--- src/rtl/regf_pkg.sv ---
// Shared definitions for the register-file write-back arbiter: default widths,
// requester index constants and a one-hot to index helper.
package regf_pkg;

  localparam int unsigned DEF_AWIDTH = 5;
  localparam int unsigned DEF_DWIDTH = 32;
  localparam int unsigned MAX_REQ    = 4;
  localparam int unsigned IDX_W      = 2;

  localparam int unsigned REQ_ALU  = 0;
  localparam int unsigned REQ_LOAD = 1;
  localparam int unsigned REQ_EXT  = 2;

  function automatic logic [IDX_W-1:0] onehot_to_idx(input logic [MAX_REQ-1:0] oh);
    logic [IDX_W-1:0] idx;
    idx = '0;
    for (int i = 0; i < MAX_REQ; i++) begin
      if (oh[i]) idx = idx | IDX_W'(i);
    end
    return idx;
  endfunction

endpackage

--- src/rtl/regf_rr_pick.sv ---
// Combinational rotate-priority picker: the first set bit of valid, searching
// upward from ptr and wrapping, becomes the single set bit of grant.
module regf_rr_pick
  import regf_pkg::*;
#(
  parameter int unsigned NREQ = 3
) (
  input  logic [NREQ-1:0]  valid,
  input  logic [IDX_W-1:0] ptr,
  output logic [NREQ-1:0]  grant
);

  logic found;

  // Two passes: indices at or above ptr first, then the wrapped lower part.
  always_comb begin
    grant = '0;
    found = 1'b0;
    for (int i = 0; i < int'(NREQ); i++) begin
      if (!found && valid[i] && (i >= int'(ptr))) begin
        grant[i] = 1'b1;
        found    = 1'b1;
      end
    end
    for (int i = 0; i < int'(NREQ); i++) begin
      if (!found && valid[i] && (i < int'(ptr))) begin
        grant[i] = 1'b1;
        found    = 1'b1;
      end
    end
  end

endmodule

--- src/rtl/regf_wb_arbiter.sv ---
// Write-back port C arbiter: one-hot grant among NREQ requesters, registered port C outputs.
// Define REGF_WB_FIXED_PRIO_EN for fixed priority (requester 0 highest) instead of round-robin.
module regf_wb_arbiter
  import regf_pkg::*;
#(
  parameter int unsigned AWIDTH = DEF_AWIDTH,
  parameter int unsigned DWIDTH = DEF_DWIDTH,
  parameter int unsigned NREQ   = 3
) (
  input  logic                   clk,
  input  logic                   reset,
  input  logic                   halt,
  input  logic                   flush_pipeline,
  input  logic [NREQ-1:0]        req_valid,
  input  logic [NREQ*AWIDTH-1:0] req_addr,
  input  logic [NREQ*DWIDTH-1:0] req_data,
  output logic [NREQ-1:0]        req_ready,
  output logic                   wec,
  output logic [AWIDTH-1:0]      addrc,
  output logic [DWIDTH-1:0]      datac,
  output logic                   wb_busy
);

  logic              eligible;
  logic              any_grant;
  logic [NREQ-1:0]   grant;
  logic [AWIDTH-1:0] sel_addr;
  logic [DWIDTH-1:0] sel_data;

  // Reset is included so no grant is advertised while the arbiter is held in reset.
  assign eligible = !reset && !halt && !flush_pipeline;

`ifdef REGF_WB_FIXED_PRIO_EN
  always_comb begin
    grant = '0;
    for (int i = int'(NREQ) - 1; i >= 0; i--) begin
      if (req_valid[i]) begin
        grant    = '0;
        grant[i] = 1'b1;
      end
    end
  end
`else
  logic [IDX_W-1:0]   rr_ptr;
  logic [IDX_W-1:0]   gidx;
  logic [MAX_REQ-1:0] ready_ext;

  regf_rr_pick #(
    .NREQ(NREQ)
  ) u_pick (
    .valid(req_valid),
    .ptr  (rr_ptr),
    .grant(grant)
  );

  always_comb begin
    ready_ext             = '0;
    ready_ext[NREQ-1:0]   = req_ready;
    gidx                  = onehot_to_idx(ready_ext);
  end

  always_ff @(posedge clk or posedge reset) begin
    if (reset) begin
      rr_ptr <= '0;
    end else if (any_grant) begin
      rr_ptr <= (gidx == IDX_W'(NREQ - 1)) ? '0 : gidx + 1'b1;
    end
  end
`endif

  assign req_ready = eligible ? grant : '0;
  assign any_grant = |req_ready;
  assign wb_busy   = |(req_valid & ~req_ready);

  // req_ready is one-hot, so OR-ing the masked slices selects the winner.
  always_comb begin
    sel_addr = '0;
    sel_data = '0;
    for (int i = 0; i < int'(NREQ); i++) begin
      if (req_ready[i]) begin
        sel_addr = sel_addr | req_addr[i*AWIDTH +: AWIDTH];
        sel_data = sel_data | req_data[i*DWIDTH +: DWIDTH];
      end
    end
  end

  always_ff @(posedge clk or posedge reset) begin
    if (reset) begin
      wec   <= 1'b0;
      addrc <= '0;
      datac <= '0;
    end else begin
      wec <= any_grant;
      if (any_grant) begin
        addrc <= sel_addr;
        datac <= sel_data;
      end
    end
  end

endmodule

--- config.mk ---
export PLATFORM = sky130hd
export DESIGN_NAME = regf_wb_arbiter
export DESIGN_NICKNAME = d
export VERILOG_FILES = /design/src/rtl/regf_pkg.sv /design/src/rtl/regf_rr_pick.sv /design/src/rtl/regf_wb_arbiter.sv
export SDC_FILE = /design/constraint.sdc
export NUM_CORES = 1
export LEC_CHECK = 0
export ABC_CLOCK_PERIOD_IN_PS = 1900
export CAP_MARGIN = 20
export CORE_MARGIN = 2
export CORE_UTILIZATION = 34
export CTS_CLUSTER_DIAMETER = 80
export DETAILED_ROUTE_END_ITERATION = 6
export GPL_TIMING_DRIVEN = 1
export PLACE_DENSITY = 0.77
export SETUP_SLACK_MARGIN = 0.4
export SYNTH_ARGS = -nofsm -noshare
export SYNTH_HDL_FRONTEND = slang
export SYNTH_SLANG_ARGS = --single-unit
--- constraint.sdc ---
create_clock -name clk -period 1.9 [get_ports clk]
set_input_delay 0.19 -clock clk [delete_from_list [all_inputs] [get_ports clk]]
set_output_delay 0.19 -clock clk [all_outputs]
set_load 0.1 [all_outputs]
==> flow_summary.json <==
{
  "status": "completed",
  "clock-sinks": 40,
  "antenna_cells": 0,
  "path_cells": "nor2b_4 > a221oi_4 > and2_4 > buf_12",
  "syn-instance-count": 237,
  "clock_path_buffers": 2,
  "h-tree-depth": 2,
  "startpoint_type": "flip-flop",
  "dpl.hpwl_um": 5590,
  "setup_violations": 0,
  "start_util": 0.357,
  "cp.arrival_ns": 1.52,
  "fmax_mhz": 584,
  "synth_seq_area_share": 0.466,
  "multi_input_area_um2": 1240,
  "via_count": 2554,
  "final_cell_area_um2": 4320,
  "place_congestion": 0.835,
  "die_w_um": 83.5,
  "clock_skew_ns": 0.00306,
  "report.power.total_mw": 4.90,
  "path_buf_inv": 1,
  "preCtsSetupSlack_ns": -0.0422,
  "ant_nets": 0,
  "setup_ws_ns": 0.187,
  "coreArea_um2": 6030,
  "cp_max_fo": 5,
  "synth_ff_type": "dfrtp_1",
  "layout-drive-gt1-share": 0.283,
  "clk_latency_ns": 0.28,
  "first_global_vias": 2649,
  "synth_edf_count": 0,
  "report.final.hold_viol_count": 0,
  "cts.clk_slew.worst_paths_ns": 0.08,
  "power.density_nw_per_um2": 1130,
  "hold_ws_ns": 0.131,
  "wire_per_inst_um": 17.2,
  "period_needed_ns": 1.71,
  "drv_cap": 0,
  "avgSynthCellArea_um2": 9.06,
  "overflow": 0,
  "p_leak_nw": 1.71,
  "crit_family": "flip-flops",
  "antenna_found_initial": 0,
  "rsz0062_at_grt": "yes",
  "grt_pass1_wl_um": 13000,
  "grt_usage": 0.227,
  "grt_max_degree": 39,
  "post-route-drc-count": 0,
  "tritoncts": "yes",
  "tightest_slew_ns": 0.295,
  "wirelength_um": 8210,
  "syn_nets": 355,
  "die_area_um2": 6970,
  "nNetsFinal": 520,
  "slowest_delay_ns": 0.46,
  "yosysUniqueCellTypes": 26,
  "area_growth_pct": 101,
  "clockRootBuffer": "clkbuf_8",
  "ir_drop_v": 0.000647,
  "drt_iter0_drc": 93,
  "fill_cells": 461,
  "synth_seq_cells": 40,
  "dr.pass1.iters": 7,
  "yosys_warnings": 0,
  "dieHeight_um": 83.5,
  "required_ns": 1.71,
  "dpl_cell_area_um2": 3840,
  "dp.cells": 461,
  "worstSetupPathType": "flip-flop to output port",
  "io_buffers": 159,
  "drv_slew": 0,
  "end_kind": "output port",
  "relSlewSlack": 0.803,
  "stdcell_count": 478,
  "syn-cell-area_um2": 2150,
  "register_area_um2": 1000,
  "crit_slowest_cell": "dfrtp_2",
  "hold_class": "primary input to async pin",
  "postSynth.asyncResetShare": 1.00,
  "avgViaCountPerCell": 5.34,
  "rows": 28,
  "io_pins": 160,
  "period_share": 0.902,
  "cts_buffers": 5
}
==> synthesized netlist by cell type (3+ instances only) <==
cell | number | area share
nor2b_1 | 3 | 0.0087
a32oi_1 | 37 | 0.15
buf_2 | 12 | 0.028
clkbuf_1 | 4 | 0.0070
nand2_1 | 37 | 0.065
nor2_1 | 38 | 0.066
a31oi_1 | 37 | 0.11
inv_1 | 4 | 0.0070
buf_4 | 7 | 0.024
dfrtp_1 | 40 | 0.47
and2_1 | 3 | 0.0087
==> layer usage <==
| metal | GRT usage | vias up | part of all wire |
|---|---|---|---|
| met5 | 0 | - | 0 |
| met4 | 0.0630 | 0 | 0.025 |
| met3 | 0.0554 | 19 | 0.070 |
| met2 | 0.406 | 116 | 0.50 |
| met1 | 0.270 | 1192 | 0.40 |
| li1 | - | 1227 | - |
==> path summary, 6_finish.rpt <==
check                                       from               endpoint  depth (start not counted)  slack, ns
max reg2reg                rr_ptr[1]$_DFFE_PP0P_   addrc[0]$_DFFE_PP0P_                          6       0.25
min in group clk                    req_data[18]  datac[18]$_DFFE_PP0P_                          3       0.46
min reg2reg                datac[17]$_DFFE_PP0P_  datac[17]$_DFFE_PP0P_                          2       0.55
max                        rr_ptr[0]$_DFFE_PP0P_           req_ready[0]                          4       0.19
max in group asynchronous                  reset  rr_ptr[0]$_DFFE_PP0P_                          3       1.51
min                                        reset  datac[25]$_DFFE_PP0P_                          3       0.13
==> per-stage QoR <==
| stage | utilization | TNS [ns] |
|---|---|---|
| 5_1_grt | 0.717 | 0 |
| 2_1_floorplan | - | 0 |
| 4_1_cts | 0.684 | 0 |
| 3_5_place_dp | 0.638 | -0.122 |
| 3_3_place_gp | 0.638 | 0 |
| 6_report | 0.717 | 0 |
==> logic make-up (layout without fill, tap and decap cells) <==
group,Yosys count,count (layout),share of synthesized area
AOI/OAI and AO/OA,82,82,0.291
DFF,40,40,0.466
and+or+nand+nor,85,85,0.165
buffers and inverters,29,195,0.0734
adders and majority gates,1,1,0.00466
==> sequential cells by signal, indices dropped and copies added, names as in the netlist <==
signal / cells
rr_ptr: 2
datac: 32
addrc: 5
wec: 1
==> cell type report <==
cell class                      instances  share of cell area
Clock buffer                            7              0.0223
Clock inverter                          1             0.00695
Inverter                                5             0.00434
Multi-Input combinational cell        168               0.288
Sequential cell                        40               0.232
Tap cell                               75              0.0217
Timing Repair Buffer                  182               0.425
==> worst register-to-register path, cell delays in order (launching register included) <==
cell	delay [ns]
dfrtp_2	0.45
nor2b_1	0.14
o31a_1	0.29
buf_4	0.17
buf_12	0.16
a32oi_2	0.21
a31oi_1	0.11
==> report_power, final <==
group          total, mW  switching, mW  internal [mW]
clock network      0.761          0.297          0.464
logic               2.95           2.08          0.868
registers           1.19          0.128           1.06
total               4.90           2.51           2.39
==> placed cells by master, fill, tap and decap left out <==
cell type        netlist  routed
and2_4                 0       3
inv_2                  1       1
nor3_2                 0       1
nor2b_1                3       1
buf_4                  7      48
dfrtp_1               40      38
o21ai_4                0       1
a21oi_1                1       1
a21boi_4               0       1
nor3_4                 1       1
nor3b_1                1       1
dlygate4sd2_1          0       5
buf_6                  1       4
maj3_2                 0       1
bufinv_16              0       1
o21bai_1               1       1
nor2b_4                0       1
nor2_1                38      38
o31a_1                 1       1
a22oi_2                0       1
buf_16                 0       1
nand2_1               37      37
nor2b_2                0       1
dlymetal6s2s_1         0       1
buf_12                 0      11
clkdlybuf4s50_1        0     111
a221oi_4               0       1
inv_1                  4       3
a31oi_1               37      37
a32oi_2                0      25
buf_8                  0       1
a32oi_1               37      12
clkbuf_8               0       7
o211a_4                0       1
or2_1                  1       1
clkinv_1               0       1
dfrtp_2                0       2
==> timing repair <==
| item | 4_1_cts | 5_1_grt |
|---|---|---|
| pin swaps | 59 | 29 |
| endpoints found under the setup margin | 42 | 42 |
| resized for setup | 19 | 30 |
| buffers inserted | 7 | 1 |
| hold buffers | 0 | 0 |
| cloned | 1 | 0 |
(Power assumes the default switching activity.)
